`config.mk`:
```
export PLATFORM = sky130hd
export DESIGN_NAME = ifetch_responder_flat
export DESIGN_NICKNAME = d
export VERILOG_FILES = /design/src/rtl/ifetch_responder_if.sv /design/src/rtl/ifetch_responder.sv /design/src/flat_wrapper.sv
export SDC_FILE = /design/constraint.sdc
export NUM_CORES = 1
export LEC_CHECK = 0
export BUFFER_PORTS_ARGS = -buffer_cell sky130_fd_sc_hd__buf_4
export CORE_AREA = 4 4 149 151
export DETAILED_ROUTE_END_ITERATION = 16
export DIE_AREA = 0 0 153 155
export PLACE_DENSITY = 0.65
export SYNTH_ARGS = -nofsm -noshare
export SYNTH_HDL_FRONTEND = slang
export SYNTH_SLANG_ARGS = --single-unit
```
`constraint.sdc`:
```
create_clock -name clock -period 2.2 [get_ports clock]
set_input_delay 0.22 -clock clock [delete_from_list [all_inputs] [get_ports clock]]
set_output_delay 0.22 -clock clock [all_outputs]
set_load 0.1 [all_outputs]
```
`src/rtl/ifetch_responder_if.sv`:
```
// Frontend fetch handshake plus memory read port of the fetch responder.
// slave: the responder side; master: frontend/memory side that drives requests and responses.
interface ifetch_responder_if #(
    parameter int unsigned ADDR_W = 64,
    parameter int unsigned LINE_W = 128
);
    logic              pc_index_valid;
    logic              pc_index_ready;
    logic [ADDR_W-1:0] pc_index;
    logic              flush;
    logic              pc_operation_done;
    logic [LINE_W-1:0] pc_read_inst;
    logic              mem_req_valid;
    logic              mem_req_ready;
    logic [ADDR_W-1:0] mem_req_addr;
    logic              mem_resp_valid;
    logic [LINE_W-1:0] mem_resp_data;
    logic              linebuf_invalidate;

    modport slave (
        input  pc_index_valid, pc_index, flush, mem_req_ready,
        input  mem_resp_valid, mem_resp_data, linebuf_invalidate,
        output pc_index_ready, pc_operation_done, pc_read_inst,
        output mem_req_valid, mem_req_addr
    );

    modport master (
        output pc_index_valid, pc_index, flush, mem_req_ready,
        output mem_resp_valid, mem_resp_data, linebuf_invalidate,
        input  pc_index_ready, pc_operation_done, pc_read_inst,
        input  mem_req_valid, mem_req_addr
    );
endinterface

```
`src/rtl/ifetch_responder.sv`:
```
// Fetch responder: one line fetch at a time from a variable-latency memory, 1-cycle done pulse.
// Optional one-entry line buffer enabled by defining FETCH_LINEBUF_EN.
module ifetch_responder #(
    parameter int unsigned ADDR_W = 64,
    parameter int unsigned LINE_W = 128
) (
    input  logic                clock,
    input  logic                reset_n,
    ifetch_responder_if.slave   bus
);
    localparam int unsigned OFF_W = $clog2(LINE_W / 8);
    localparam int unsigned TAG_W = ADDR_W - OFF_W;

    typedef enum logic [2:0] {IDLE, REQ, WAIT, DRAIN, DONE} state_e;

    state_e            state_q;
    logic [TAG_W-1:0]  tag_q;
    logic [LINE_W-1:0] inst_q;
    logic              req_valid_q;

    logic              accept_c;
    logic              hit_c;
    logic [LINE_W-1:0] lb_rdata_c;
    logic [TAG_W-1:0]  req_tag_c;
    logic              unused_c;

    assign req_tag_c = bus.pc_index[ADDR_W-1:OFF_W];
    assign accept_c  = bus.pc_index_valid & bus.pc_index_ready;

`ifdef FETCH_LINEBUF_EN
    logic              lb_valid_q;
    logic [TAG_W-1:0]  lb_tag_q;
    logic [LINE_W-1:0] lb_data_q;

    // An invalidate in the accept cycle already forces a miss
    assign hit_c      = lb_valid_q & ~bus.linebuf_invalidate & (lb_tag_q == req_tag_c);
    assign lb_rdata_c = lb_data_q;
    assign unused_c   = ^bus.pc_index[OFF_W-1:0];
`else
    assign hit_c      = 1'b0;
    assign lb_rdata_c = '0;
    assign unused_c   = ^{bus.pc_index[OFF_W-1:0], bus.linebuf_invalidate};
`endif

    assign bus.pc_index_ready    = (state_q == IDLE) & ~bus.flush;
    assign bus.pc_operation_done = (state_q == DONE) & ~bus.flush;
    assign bus.pc_read_inst      = inst_q;
    assign bus.mem_req_valid     = req_valid_q;
    assign bus.mem_req_addr      = {tag_q, {OFF_W{1'b0}}};

    // Fetch FSM; stray responses outside WAIT/DRAIN fall through untouched
    always_ff @(posedge clock or negedge reset_n) begin
        if (!reset_n) begin
            state_q     <= IDLE;
            tag_q       <= '0;
            inst_q      <= '0;
            req_valid_q <= 1'b0;
`ifdef FETCH_LINEBUF_EN
            lb_valid_q  <= 1'b0;
            lb_tag_q    <= '0;
            lb_data_q   <= '0;
`endif
        end else begin
            unique case (state_q)
                IDLE: begin
                    if (accept_c) begin
                        tag_q <= req_tag_c;
                        if (hit_c) begin
                            inst_q  <= lb_rdata_c;
                            state_q <= DONE;
                        end else begin
                            req_valid_q <= 1'b1;
                            state_q     <= REQ;
                        end
                    end
                end
                REQ: begin
                    if (bus.flush) begin
                        req_valid_q <= 1'b0;
                        state_q     <= IDLE;
                    end else if (bus.mem_req_ready) begin
                        req_valid_q <= 1'b0;
                        state_q     <= WAIT;
                    end
                end
                WAIT: begin
                    if (bus.mem_resp_valid) begin
                        if (!bus.flush) begin
                            inst_q  <= bus.mem_resp_data;
                            state_q <= DONE;
`ifdef FETCH_LINEBUF_EN
                            lb_valid_q <= 1'b1;
                            lb_tag_q   <= tag_q;
                            lb_data_q  <= bus.mem_resp_data;
`endif
                        end else begin
                            state_q <= IDLE;
                        end
                    end else if (bus.flush) begin
                        state_q <= DRAIN;
                    end
                end
                DRAIN: begin
                    if (bus.mem_resp_valid) state_q <= IDLE;
                end
                DONE: begin
                    state_q <= IDLE;
                end
                default: begin
                    state_q     <= IDLE;
                    req_valid_q <= 1'b0;
                end
            endcase
`ifdef FETCH_LINEBUF_EN
            // fence.i wins over a fill landing in the same cycle
            if (bus.linebuf_invalidate) lb_valid_q <= 1'b0;
`endif
        end
    end
endmodule

```
`src/flat_wrapper.sv`:
```
// flat-port wrapper written by rule: the top's interface ports become plain ports
module ifetch_responder_flat 
#(
    parameter int unsigned ADDR_W = 64,
    parameter int unsigned LINE_W = 128
)
  (clock, reset_n, bus_pc_index_valid, bus_pc_index, bus_flush, bus_mem_req_ready, bus_mem_resp_valid, bus_mem_resp_data, bus_linebuf_invalidate, bus_pc_index_ready, bus_pc_operation_done, bus_pc_read_inst, bus_mem_req_valid, bus_mem_req_addr);
  ifetch_responder_if #(.ADDR_W(ADDR_W), .LINE_W(LINE_W)) bus_i ();
  input  logic clock;
  input  logic reset_n;
  input wire logic [$bits(bus_i.pc_index_valid)-1:0] bus_pc_index_valid;
  input wire logic [$bits(bus_i.pc_index)-1:0] bus_pc_index;
  input wire logic [$bits(bus_i.flush)-1:0] bus_flush;
  input wire logic [$bits(bus_i.mem_req_ready)-1:0] bus_mem_req_ready;
  input wire logic [$bits(bus_i.mem_resp_valid)-1:0] bus_mem_resp_valid;
  input wire logic [$bits(bus_i.mem_resp_data)-1:0] bus_mem_resp_data;
  input wire logic [$bits(bus_i.linebuf_invalidate)-1:0] bus_linebuf_invalidate;
  output wire logic [$bits(bus_i.pc_index_ready)-1:0] bus_pc_index_ready;
  output wire logic [$bits(bus_i.pc_operation_done)-1:0] bus_pc_operation_done;
  output wire logic [$bits(bus_i.pc_read_inst)-1:0] bus_pc_read_inst;
  output wire logic [$bits(bus_i.mem_req_valid)-1:0] bus_mem_req_valid;
  output wire logic [$bits(bus_i.mem_req_addr)-1:0] bus_mem_req_addr;
  assign bus_i.pc_index_valid = bus_pc_index_valid;
  assign bus_i.pc_index = bus_pc_index;
  assign bus_i.flush = bus_flush;
  assign bus_i.mem_req_ready = bus_mem_req_ready;
  assign bus_i.mem_resp_valid = bus_mem_resp_valid;
  assign bus_i.mem_resp_data = bus_mem_resp_data;
  assign bus_i.linebuf_invalidate = bus_linebuf_invalidate;
  assign bus_pc_index_ready = bus_i.pc_index_ready;
  assign bus_pc_operation_done = bus_i.pc_operation_done;
  assign bus_pc_read_inst = bus_i.pc_read_inst;
  assign bus_mem_req_valid = bus_i.mem_req_valid;
  assign bus_mem_req_addr = bus_i.mem_req_addr;
  ifetch_responder #(.ADDR_W(ADDR_W), .LINE_W(LINE_W)) u_core (.clock(clock), .reset_n(reset_n), .bus(bus_i));
endmodule
```
==> After elaboration in Yosys (flattened, before gate mapping) <==
Cells that the tools add are included.
{ "word_totals": {"regBits": 192, "latch_bits": 0, "ramBits": 0, "romBits": 0, "input_bits": 199, "output_inout_bits": 195, "wordCells": 35, "n_memories": 0} }
{ "classes": {"addsub": 0, "multipliers": 0, "n_div": 0, "order_cmp": 0, "n_eq_ne": 8, "n_shift": 0, "n_mux": 12, "n_bitwise": 5, "n_reduce_logical": 6} }
{ "op_table": {"columns": ["operator", "n"], "rows": [
  ["$mux 3", 7],
  ["$pmux 3 s4", 1],
  ["$eq 3x2->1 const B", 2],
  ["$ne 3x3->1 const B", 2],
  ["$reduce_and 3->1", 2],
  ["$reduce_and 4->1", 1],
  ["$and 1x1->1", 3],
  ["$eq 3x1->1 const B", 1],
  ["$eq 3x3->1 const B", 1],
  ["$logic_not 3->1", 1],
  ["$mux 1", 3],
  ["$pmux 1 s3", 1],
  ["$reduce_or 3->1", 1],
  ["$ne 2x1->1 const B", 1],
  ["$ne 2x2->1 const B", 1],
  ["$not 1->1", 2],
  ["$reduce_and 2->1", 1]
]} }

==> Depth between registers and ports, before layout <==
Gate-level depths: netlist of run 1.
{ "depth": {"depth_word": 5, "mapped_depth": 5, "ltp_nobuf": 3} }

==> Worst setup path after synthesis of run 1 <==
OpenSTA, ideal clock, no wires.
{ "synth_timing": {"kind": "flip-flop to flip-flop", "from": "register u_core.state_q[2]", "to": "register u_core.tag_q[10]", "setup_time_ps": 126, "arrival_time_ps": 4645, "required_ps": 2074, "slack_ps": -2571, "path_stages_with_launch": 5, "path_buffers": 1, "period_less_slack_ps": 4771, "path_cell_list": "dfrtp_1 > nor4_1 > nand2_2 > clkbuf_8 > mux2_2"} }
{ "synth_between": {"elab_chain_cells": 4} }
{ "synth_lines": {"columns": ["item", "line_no", "source"], "rows": [
  ["from (decl)", "ifetch_responder.sv:16", "state_e state_q;"],
  ["from (signal assigned)", "ifetch_responder.sv:54", "state_q <= IDLE;"],
  ["from (signal assigned)", "ifetch_responder.sv:70", "state_q <= DONE;"],
  ["from (signal assigned)", "ifetch_responder.sv:73", "state_q <= REQ;"],
  ["$logic_not 3->1", "ifetch_responder.sv:45", "assign bus.pc_index_ready = (state_q == IDLE) & ~bus.flush;"],
  ["$and 1x1->1", "ifetch_responder.sv:45", null],
  ["net bus_pc_index_ready", "flat_wrapper.sv:18", "output wire logic [$bits(bus_i.pc_index_ready)-1:0] bus_pc_index_ready;"],
  ["$and 1x1->1", "ifetch_responder.sv:28", "assign accept_c = bus.pc_index_valid & bus.pc_index_ready;"],
  ["$reduce_and 2->1 (no line)", null, null],
  ["to (signal assigned)", "ifetch_responder.sv:67", "tag_q <= req_tag_c;"],
  ["to (decl)", "ifetch_responder.sv:17", "logic [TAG_W-1:0] tag_q;"]
]} }
The timed path passes the listed nets, and every way through them passes these cells.
A chain may end at the register's enable or synchronous reset.

==> Worst setup path in the final report of run 1 <==
{ "layout_timing": {"from": "register u_core.state_q[2]", "to": "register u_core.inst_q[20], in the netlist u_core.bus.pc_read_inst[20]"} }
{ "layout_between": {"elab_chain_cells": 2} }
{ "layout_lines": {"columns": ["item", "line_no", "source"], "rows": [
  ["$eq 3x2->1", "ifetch_responder.sv:64", "unique case (state_q)"],
  ["$reduce_and 3->1 (no line)", null, null],
  ["to (signal assigned)", "ifetch_responder.sv:69", "inst_q <= lb_rdata_c;"],
  ["to (signal assigned)", "ifetch_responder.sv:89", "inst_q <= bus.mem_resp_data;"],
  ["to (decl)", "ifetch_responder.sv:18", "logic [LINE_W-1:0] inst_q;"]
]} }
Every way passes these cells.

==> results.sh, run 1 <==
export IMPL_grt_max_degree=66
export IMPL_post_cts_setup_buffer_count=0
export IMPL_max_freq_mhz=518.7
export IMPL_finalSetupViolCount=0
export IMPL_min_from="bus_mem_resp_data[5]"
export IMPL_finalNetCount=1023
export IMPL_rows=53
export IMPL_cts_tree="yes"
export IMPL_cp_required_ns=2.50
export IMPL_multi_input_area_um2=2265
export IMPL_path_max_fanout=62
export IMPL_cts_buffers_inserted=17
export IMPL_cts_hold_buf=4
export IMPL_cts_htree_levels=4
export IMPL_ios=394
export IMPL_fin_crit_sh=0.8763
export IMPL_clk_path_buf_depth=2
export IMPL_die_w_um=153
export IMPL_relSlewSlack=0.4762
export IMPL_grt_pass1_wl_um=31710
export IMPL_wl_per_cell_um=18.20
export IMPL_yosysSeqAreaShare=0.6580
export IMPL_cp_start_kind="register"
export IMPL_min_path_type="input port to register"
export IMPL_drtIter0Drc=92
export IMPL_avgSynthCellArea_um2=17.26
export IMPL_vias_per_cell=4.538
export IMPL_gp_congestion=0.8522
export IMPL_crit_path_end_kind="register"
export IMPL_synthTopCellsByArea="dfrtp_1, mux2_2, buf_6, clkbuf_8, buf_4"
export IMPL_crit_chain="or4_4 -> buf_12 -> mux2_2"
export IMPL_hold_end="u_core.bus.pc_read_inst[5]"
export IMPL_grtUsageTotal=0.1695
export IMPL_cp_top_family="simple AND/OR/NAND/NOR gates"
export IMPL_setup_ws_ns=0.2721
export IMPL_rrSetupSlack_ns=0.27
export IMPL_drc_errors=0
export IMPL_clock_sinks=192
export IMPL_place_worst_setup_slack_ns=0.3083
export IMPL_syn_to_final_growth_pct=51.54
export IMPL_max_slew_worst_pin_slew_ns=0.7856
export IMPL_rsz0062_at_grt="no"
export IMPL_num_fill_cells=1803
export IMPL_whs_path_depth=2
export IMPL_grt_pass1_vias=5682
export IMPL_ant_nets=0
export IMPL_layout_drive_gt1_share=0.7455
export IMPL_worstReg2RegStart="u_core.state_q[2]"
export IMPL_yosys_area_top_type="dfrtp_1"
export IMPL_first_pass_iters=4
export IMPL_worstReg2RegEnd="u_core.bus.pc_read_inst[20]"
export IMPL_cts_root_buffer="clkbuf_16"
export IMPL_fp_coreArea_um2=20820
export IMPL_criticalPathCategory="register to register"
export IMPL_synth_top_area_frac=0.6580
export IMPL_outcome="completed"
export IMPL_synth_area_um2=7302
export IMPL_drt_total_wl_um=20240
export IMPL_worstPathArrival_ns=2.23
export IMPL_fin_crit_ns=1.928
export IMPL_slowest_delay_ns=0.71
export IMPL_crit_buf_inv=1
export IMPL_gr_total_overflow=0
export IMPL_syn_instance_count=423
export IMPL_synth_cell_type_count=22
export IMPL_numPortBuffers=384
export IMPL_reg2reg_depth=3
export IMPL_final_seq_area_um2=4807
export IMPL_path_clk_slew_ns=0.07
export IMPL_die_y_um=155
export IMPL_place_hpwl_um=16070
export IMPL_yosysMostFrequentCell="dfrtp_1"
export IMPL_cpMaxStageDelayCell="or4_4"
export IMPL_finalHoldViolCount=0
export IMPL_synthArstFlopShare=1.000
export IMPL_ys_ff_latch=192
export IMPL_synth_edf_count=0
export IMPL_synth_warnings=0
export IMPL_synthFlopType="dfrtp_1"
export IMPL_floorplan_initialDensity=0.3507
export IMPL_clock_latency_ns=0.42
export IMPL_grt_antenna_before_repair=0
export IMPL_diodes=0
export IMPL_ys_top_cells_by_count="dfrtp_1, mux2_2, buf_6"
export IMPL_vias=5046
export IMPL_dieArea_um2=23720
export IMPL_ctsResizeCount=0
export IMPL_report_final_slew_viol_count=0
export IMPL_drv_cap=0
export IMPL_clock_skew_ns=0.01559
[flip-flops by register name, summed over array words and instances (netlist names)]
name and count:
u_core.tag_q 60, u_core.bus.pc_read_inst 128, u_core.bus.mem_req_valid 1, u_core.state_q 3
[how the worst max path moves through the flow]
stage                            startpoint                           to  slack [ns]  depth (start not counted)
after floorplan           u_core.state_q[2]             u_core.tag_q[10]       -0.34                          4
after global placement    u_core.state_q[2]  u_core.bus.pc_read_inst[74]        0.35                          3
after detailed placement  u_core.state_q[2]  u_core.bus.pc_read_inst[74]        0.31                          3
after CTS                 u_core.state_q[2]  u_core.bus.pc_read_inst[20]        0.29                          3
after global routing      u_core.state_q[2]  u_core.bus.pc_read_inst[20]        0.23                          3
final                     u_core.state_q[2]  u_core.bus.pc_read_inst[20]        0.27                          3
[final cells by class]
type	count	share of cell area
Clock buffer	19	0.04003
Sequential cell	192	0.4344
Inverter	1	0.0003392
Tap cell	275	0.03109
Multi-Input combinational cell	209	0.2047
Timing Repair Buffer	403	0.2783
Clock inverter	13	0.01119
[through the flow]
stage	setup TNS [ns]	utilization	instances	hold WS (ns)	area (µm²)
3_5_place_dp	0	0.5023	1076	0.2693	10460
3_3_place_gp	0	0.5023	1076	0.2527	10460
6_report	0	0.5314	1112	0.01969	11070
2_1_floorplan	-19.32	-	426	-0.07559	7337
5_1_grt	0	0.5314	1112	0.001136	11070
4_1_cts	0	0.5314	1112	0.001089	11070
[layout by cell type (no fill, tap or decap), drive strengths merged]
cell	count
nor2	1
mux2i	1
o21bai	1
mux2	188
inv	6
buf	398
or4	1
nor3	1
dfrtp	192
conb	4
clkbuf	20
dlygate4sd3	4
clkinvlp	1
clkinv	7
o21ai	1
or2b	1
nor4b	1
nor4	1
nand2	4
o211ai	1
nand4bb	1
a21oi	2
[routing by layer]
| metal | share of wire | wire (µm) | track usage | vias to the layer above |
|---|---|---|---|---|
| met5 | 0 | 0 | 0 | - |
| met4 | 0.019 | 383 | 0.05473 | 0 |
| met3 | 0.087 | 1765 | 0.06648 | 27 |
| met2 | 0.55 | 11070 | 0.3104 | 234 |
| met1 | 0.35 | 7024 | 0.1791 | 2495 |
| li1 | - | - | - | 2290 |
[logic make-up (layout without fill, tap and decap cells)]
logic type / after synthesis / after routing / share of synthesized area
DFF: 192 / 192 / 0.6580
and+or+nand+nor: 11 / 11 / 0.009767
AOI/OAI and AO/OA: 5 / 5 / 0.004113
buffers and inverters: 25 / 436 / 0.03633
other: 1 / 4 / 0.0005136
muxes: 189 / 189 / 0.2913
[worst reg2reg max path: stages, from the launching register on]
cell	delay (ns)
dfrtp_2	0.46
or4_4	0.71
buf_12	0.28
mux2_2	0.36
Power of run 1 is left out: the tool's default activity adds up to more than one toggle a clock period on the data nets, which glitch-free logic cannot reach.
==> run 2, diff against run 1 <==
Settings changed: REMOVE_ABC_BUFFERS set to 1.
==> results.sh, run 2 (synthesis results as in run 1) <==
export IMPL_drc_errors=0
export IMPL_finalHoldViolCount=0
export IMPL_rsz0062_at_grt="no"
export IMPL_grt_pass1_wl_um=31800
export IMPL_cp_start_kind="register"
export IMPL_utilization=0.5290
export IMPL_drtIter0Drc=112
export IMPL_gp_congestion=0.8229
export IMPL_wl_per_cell_um=18.89
export IMPL_criticalPathCategory="register to register"
export IMPL_grt_max_degree=67
export IMPL_clock_skew_ns=0.007252
export IMPL_die_w_um=153
export IMPL_vias_per_cell=4.630
export IMPL_worstPathArrival_ns=2.26
export IMPL_finalSetupViolCount=0
export IMPL_place_worst_setup_slack_ns=0.2579
export IMPL_layout_commonest_cell="buf_4"
export IMPL_post_cts_setup_buffer_count=0
export IMPL_place_hpwl_um=16410
export IMPL_fin_crit_ns=1.957
export IMPL_grtUsageTotal=0.1717
export IMPL_ios=394
export IMPL_cts_buffers_inserted=17
export IMPL_syn_to_final_growth_pct=50.84
export IMPL_layout_drive_gt1_share=0.7398
export IMPL_reg2reg_depth=3
export IMPL_finalNetCount=1016
export IMPL_ctsResizeCount=0
export IMPL_dieArea_um2=23720
export IMPL_grt_antenna_before_repair=0
export IMPL_setup_ws_ns=0.2425
export IMPL_numPortBuffers=384
export IMPL_drv_cap=0
export IMPL_vias=5116
export IMPL_relSlewSlack=0.4696
export IMPL_gr_total_overflow=0
export IMPL_die_y_um=155
export IMPL_diodes=0
export IMPL_crit_path_end_kind="register"
export IMPL_max_freq_mhz=510.9
export IMPL_max_slew_worst_pin_slew_ns=0.7956
export IMPL_cp_required_ns=2.51
export IMPL_fp_coreArea_um2=20820
export IMPL_report_final_slew_viol_count=0
export IMPL_grt_pass1_vias=5636
export IMPL_largest_reg_flops=128
export IMPL_drt_total_wl_um=20870
export IMPL_clock_sinks=192
export IMPL_ant_nets=0
export IMPL_cts_root_buffer="clkbuf_16"
export IMPL_fin_crit_sh=0.8898
export IMPL_cts_htree_levels=4
export IMPL_path_max_fanout=63
export IMPL_cts_tree="yes"
export IMPL_whs_path_depth=2
export IMPL_clock_latency_ns=0.42
export IMPL_cts_hold_buf=4
export IMPL_rows=53
export IMPL_layout_common_cells="buf_4, dfrtp_1, mux2_2, clkbuf_16, buf_12"
export IMPL_path_clk_slew_ns=0.07
export IMPL_min_path_type="input port to register"
export IMPL_clk_path_buf_depth=2
export IMPL_floorplan_initialDensity=0.3507
export IMPL_first_pass_iters=4
export IMPL_outcome="completed"
==> run 2: cell types whose count changed in the layout (fill, tap and decap cells not counted), sizes merged <==
cell	change
buf	-7
clkbuf	-1
clkinvlp	+1
==> run 2: metal layers <==
metal / global-route usage / vias up / wire length (µm)
li1: - / 2273 / -
met1: 0.1940 / 2560 / 7850
met2: 0.3045 / 254 / 10800
met3: 0.05953 / 29 / 1709
met4: 0.05812 / 0 / 510
met5: 0 / - / 0
==> run 2: final timing paths <==
kind | to | start | slack [ns]
worst max register to register | u_core.bus.pc_read_inst[78] | u_core.state_q[2] | 0.24
worst max-delay path | u_core.bus.pc_read_inst[78] | u_core.state_q[2] | 0.24
min in group asynchronous | u_core.bus.pc_read_inst[30] | reset_n | 0.34
worst min-delay path | u_core.bus.pc_read_inst[112] | bus_mem_resp_data[112] | 0.03
worst min register to register | u_core.bus.pc_read_inst[98] | u_core.bus.pc_read_inst[98] | 0.51
max in group asynchronous | u_core.bus.pc_read_inst[73] | reset_n | 1.22
==> run 2: critical path: stages (launching register included) <==
cell and delay, ns:
dfrtp_1 0.45, or4_4 0.59, buf_4 0.37, mux2_2 0.38
==> run 2: cell type report <==
| class | count | area [µm²] |
|---|---|---|
| clock inverter | 14 | 127.6 |
| inverter | 1 | 3.754 |
| fill | 1785 | 9808 |
| tap | 275 | 344.1 |
| timing repair buffer | 396 | 3052 |
| multi-input combinational | 209 | 2243 |
| clock buffer | 18 | 439.2 |
| sequential | 192 | 4805 |
==> run 2: per-stage QoR <==
stage	hold slack [ns]	TNS [ns]	instance area (µm²)	cells
2_1_floorplan	-0.07559	-221.90	7052	402
3_3_place_gp	0.2353	0	10410	1069
3_5_place_dp	0.2452	0	10410	1069
4_1_cts	0.0004426	0	11010	1105
5_1_grt	0.002699	0	11010	1105
6_report	0.02649	0	11010	1105
Power of run 2 is left out for the same reason.
==> run 3, diff against run 2 <==
Settings changed: CTS_BUF_LIST set to sky130_fd_sc_hd__clkbuf_16, CTS_CLUSTER_SIZE set to 20.
==> results.sh, run 3 (synthesis results as in run 1) <==
export IMPL_gp_congestion=0.8229
export IMPL_final_area_um2=11000
export IMPL_vias_per_cell=4.630
export IMPL_layout_commonest_cell="buf_4"
export IMPL_grt_pass1_wl_um=31800
export IMPL_path_max_fanout=63
export IMPL_rows=53
export IMPL_placed_area_um2=10410
export IMPL_max_freq_mhz=510.9
export IMPL_finalHoldViolCount=0
export IMPL_grtUsageTotal=0.1717
export IMPL_finalNetCount=1016
export IMPL_cts_buffers_inserted=17
export IMPL_die_w_um=153
export IMPL_cts_htree_levels=4
export IMPL_first_pass_iters=4
export IMPL_vias=5116
export IMPL_clock_skew_ns=0.007252
export IMPL_cts_root_buffer="clkbuf_16"
export IMPL_max_slew_worst_pin_slew_ns=0.7956
export IMPL_dieArea_um2=23720
export IMPL_gr_total_overflow=0
export IMPL_cp_start_kind="register"
export IMPL_relSlewSlack=0.4696
export IMPL_post_cts_setup_buffer_count=0
export IMPL_worstPathArrival_ns=2.26
export IMPL_floorplan_initialDensity=0.3507
export IMPL_cts_tree="yes"
export IMPL_drc_errors=0
export IMPL_report_final_slew_viol_count=0
export IMPL_grt_pass1_vias=5636
export IMPL_layout_drive_gt1_share=0.7386
export IMPL_grt_max_degree=67
export IMPL_tns_ns=0
export IMPL_cp_required_ns=2.51
export IMPL_utilization=0.5285
export IMPL_drv_cap=0
export IMPL_clock_latency_ns=0.42
export IMPL_outcome="completed"
export IMPL_ios=394
export IMPL_layout_common_cells="buf_4, dfrtp_1, mux2_2, clkbuf_16, buf_12"
export IMPL_clk_path_buf_depth=2
export IMPL_clock_sinks=192
export IMPL_syn_to_final_growth_pct=50.70
export IMPL_fin_crit_sh=0.8898
export IMPL_die_y_um=155
export IMPL_place_hpwl_um=16410
export IMPL_grt_antenna_before_repair=0
export IMPL_numPortBuffers=384
export IMPL_criticalPathCategory="register to register"
export IMPL_rsz0062_at_grt="no"
export IMPL_crit_path_end_kind="register"
export IMPL_path_clk_slew_ns=0.07
export IMPL_fin_hold_ws_ns=0.02691
export IMPL_min_path_type="input port to register"
export IMPL_diodes=0
export IMPL_wl_per_cell_um=18.89
export IMPL_fin_crit_ns=1.957
export IMPL_ant_nets=0
export IMPL_drt_total_wl_um=20870
export IMPL_fp_coreArea_um2=20820
export IMPL_largest_reg_flops=128
export IMPL_finalSetupViolCount=0
export IMPL_drtIter0Drc=112
-- run 3: cell count changes in the layout (fill, tap and decap cells not counted), sizes merged --
cell / before / now
clkbuf: 19 / 18
clkinv: 7 / 8
-- run 3: per-layer routing --
layer	vias up	share of wire	global-route usage
li1	2273	-	-
met1	2560	0.38	0.1940
met2	254	0.52	0.3045
met3	29	0.082	0.05953
met4	0	0.024	0.05812
met5	-	0	0
-- run 3: layout make-up --
type / count / area [µm²]
Sequential cell: 192 / 4805
Multi-Input combinational cell: 209 / 2243
Clock buffer: 17 / 425.4
Timing Repair Buffer: 396 / 3052
Fill cell: 1786 / 9818
Tap cell: 275 / 344.1
Inverter: 1 / 3.754
Clock inverter: 15 / 131.4
-- run 3: timing repair --
item	4_1_cts	5_1_grt
hold buffers	4	0
hold endpoints to repair	56	0
resized for setup	0	0
-- run 3: stage by stage --
step                worst slack [ns]  std cells
floorplan                     -3.593        402
global placement              0.3186       1069
detailed placement            0.2579       1069
CTS                           0.2443       1105
global route                  0.1702       1105
finish                        0.2425       1105
-- run 3: worst max-delay path: stages, from the launching register on --
cell     delay, ns
dfrtp_1       0.45
or4_4         0.59
buf_4         0.37
mux2_2        0.38
-- run 3: final timing paths --
check / start / endpoint / slack (ns) / cells past startpoint
hold / removal: bus_mem_resp_data[66] / u_core.bus.pc_read_inst[66] / 0.03 / 2
max in group asynchronous: reset_n / u_core.bus.pc_read_inst[73] / 1.22 / 3
setup / recovery: u_core.state_q[2] / u_core.bus.pc_read_inst[78] / 0.24 / 3
min in group asynchronous: reset_n / u_core.bus.pc_read_inst[30] / 0.34 / 2
hold reg to reg: u_core.bus.pc_read_inst[98] / u_core.bus.pc_read_inst[98] / 0.51 / 1
setup reg to reg: u_core.state_q[2] / u_core.bus.pc_read_inst[78] / 0.24 / 3
Power of run 3 is left out for the same reason.
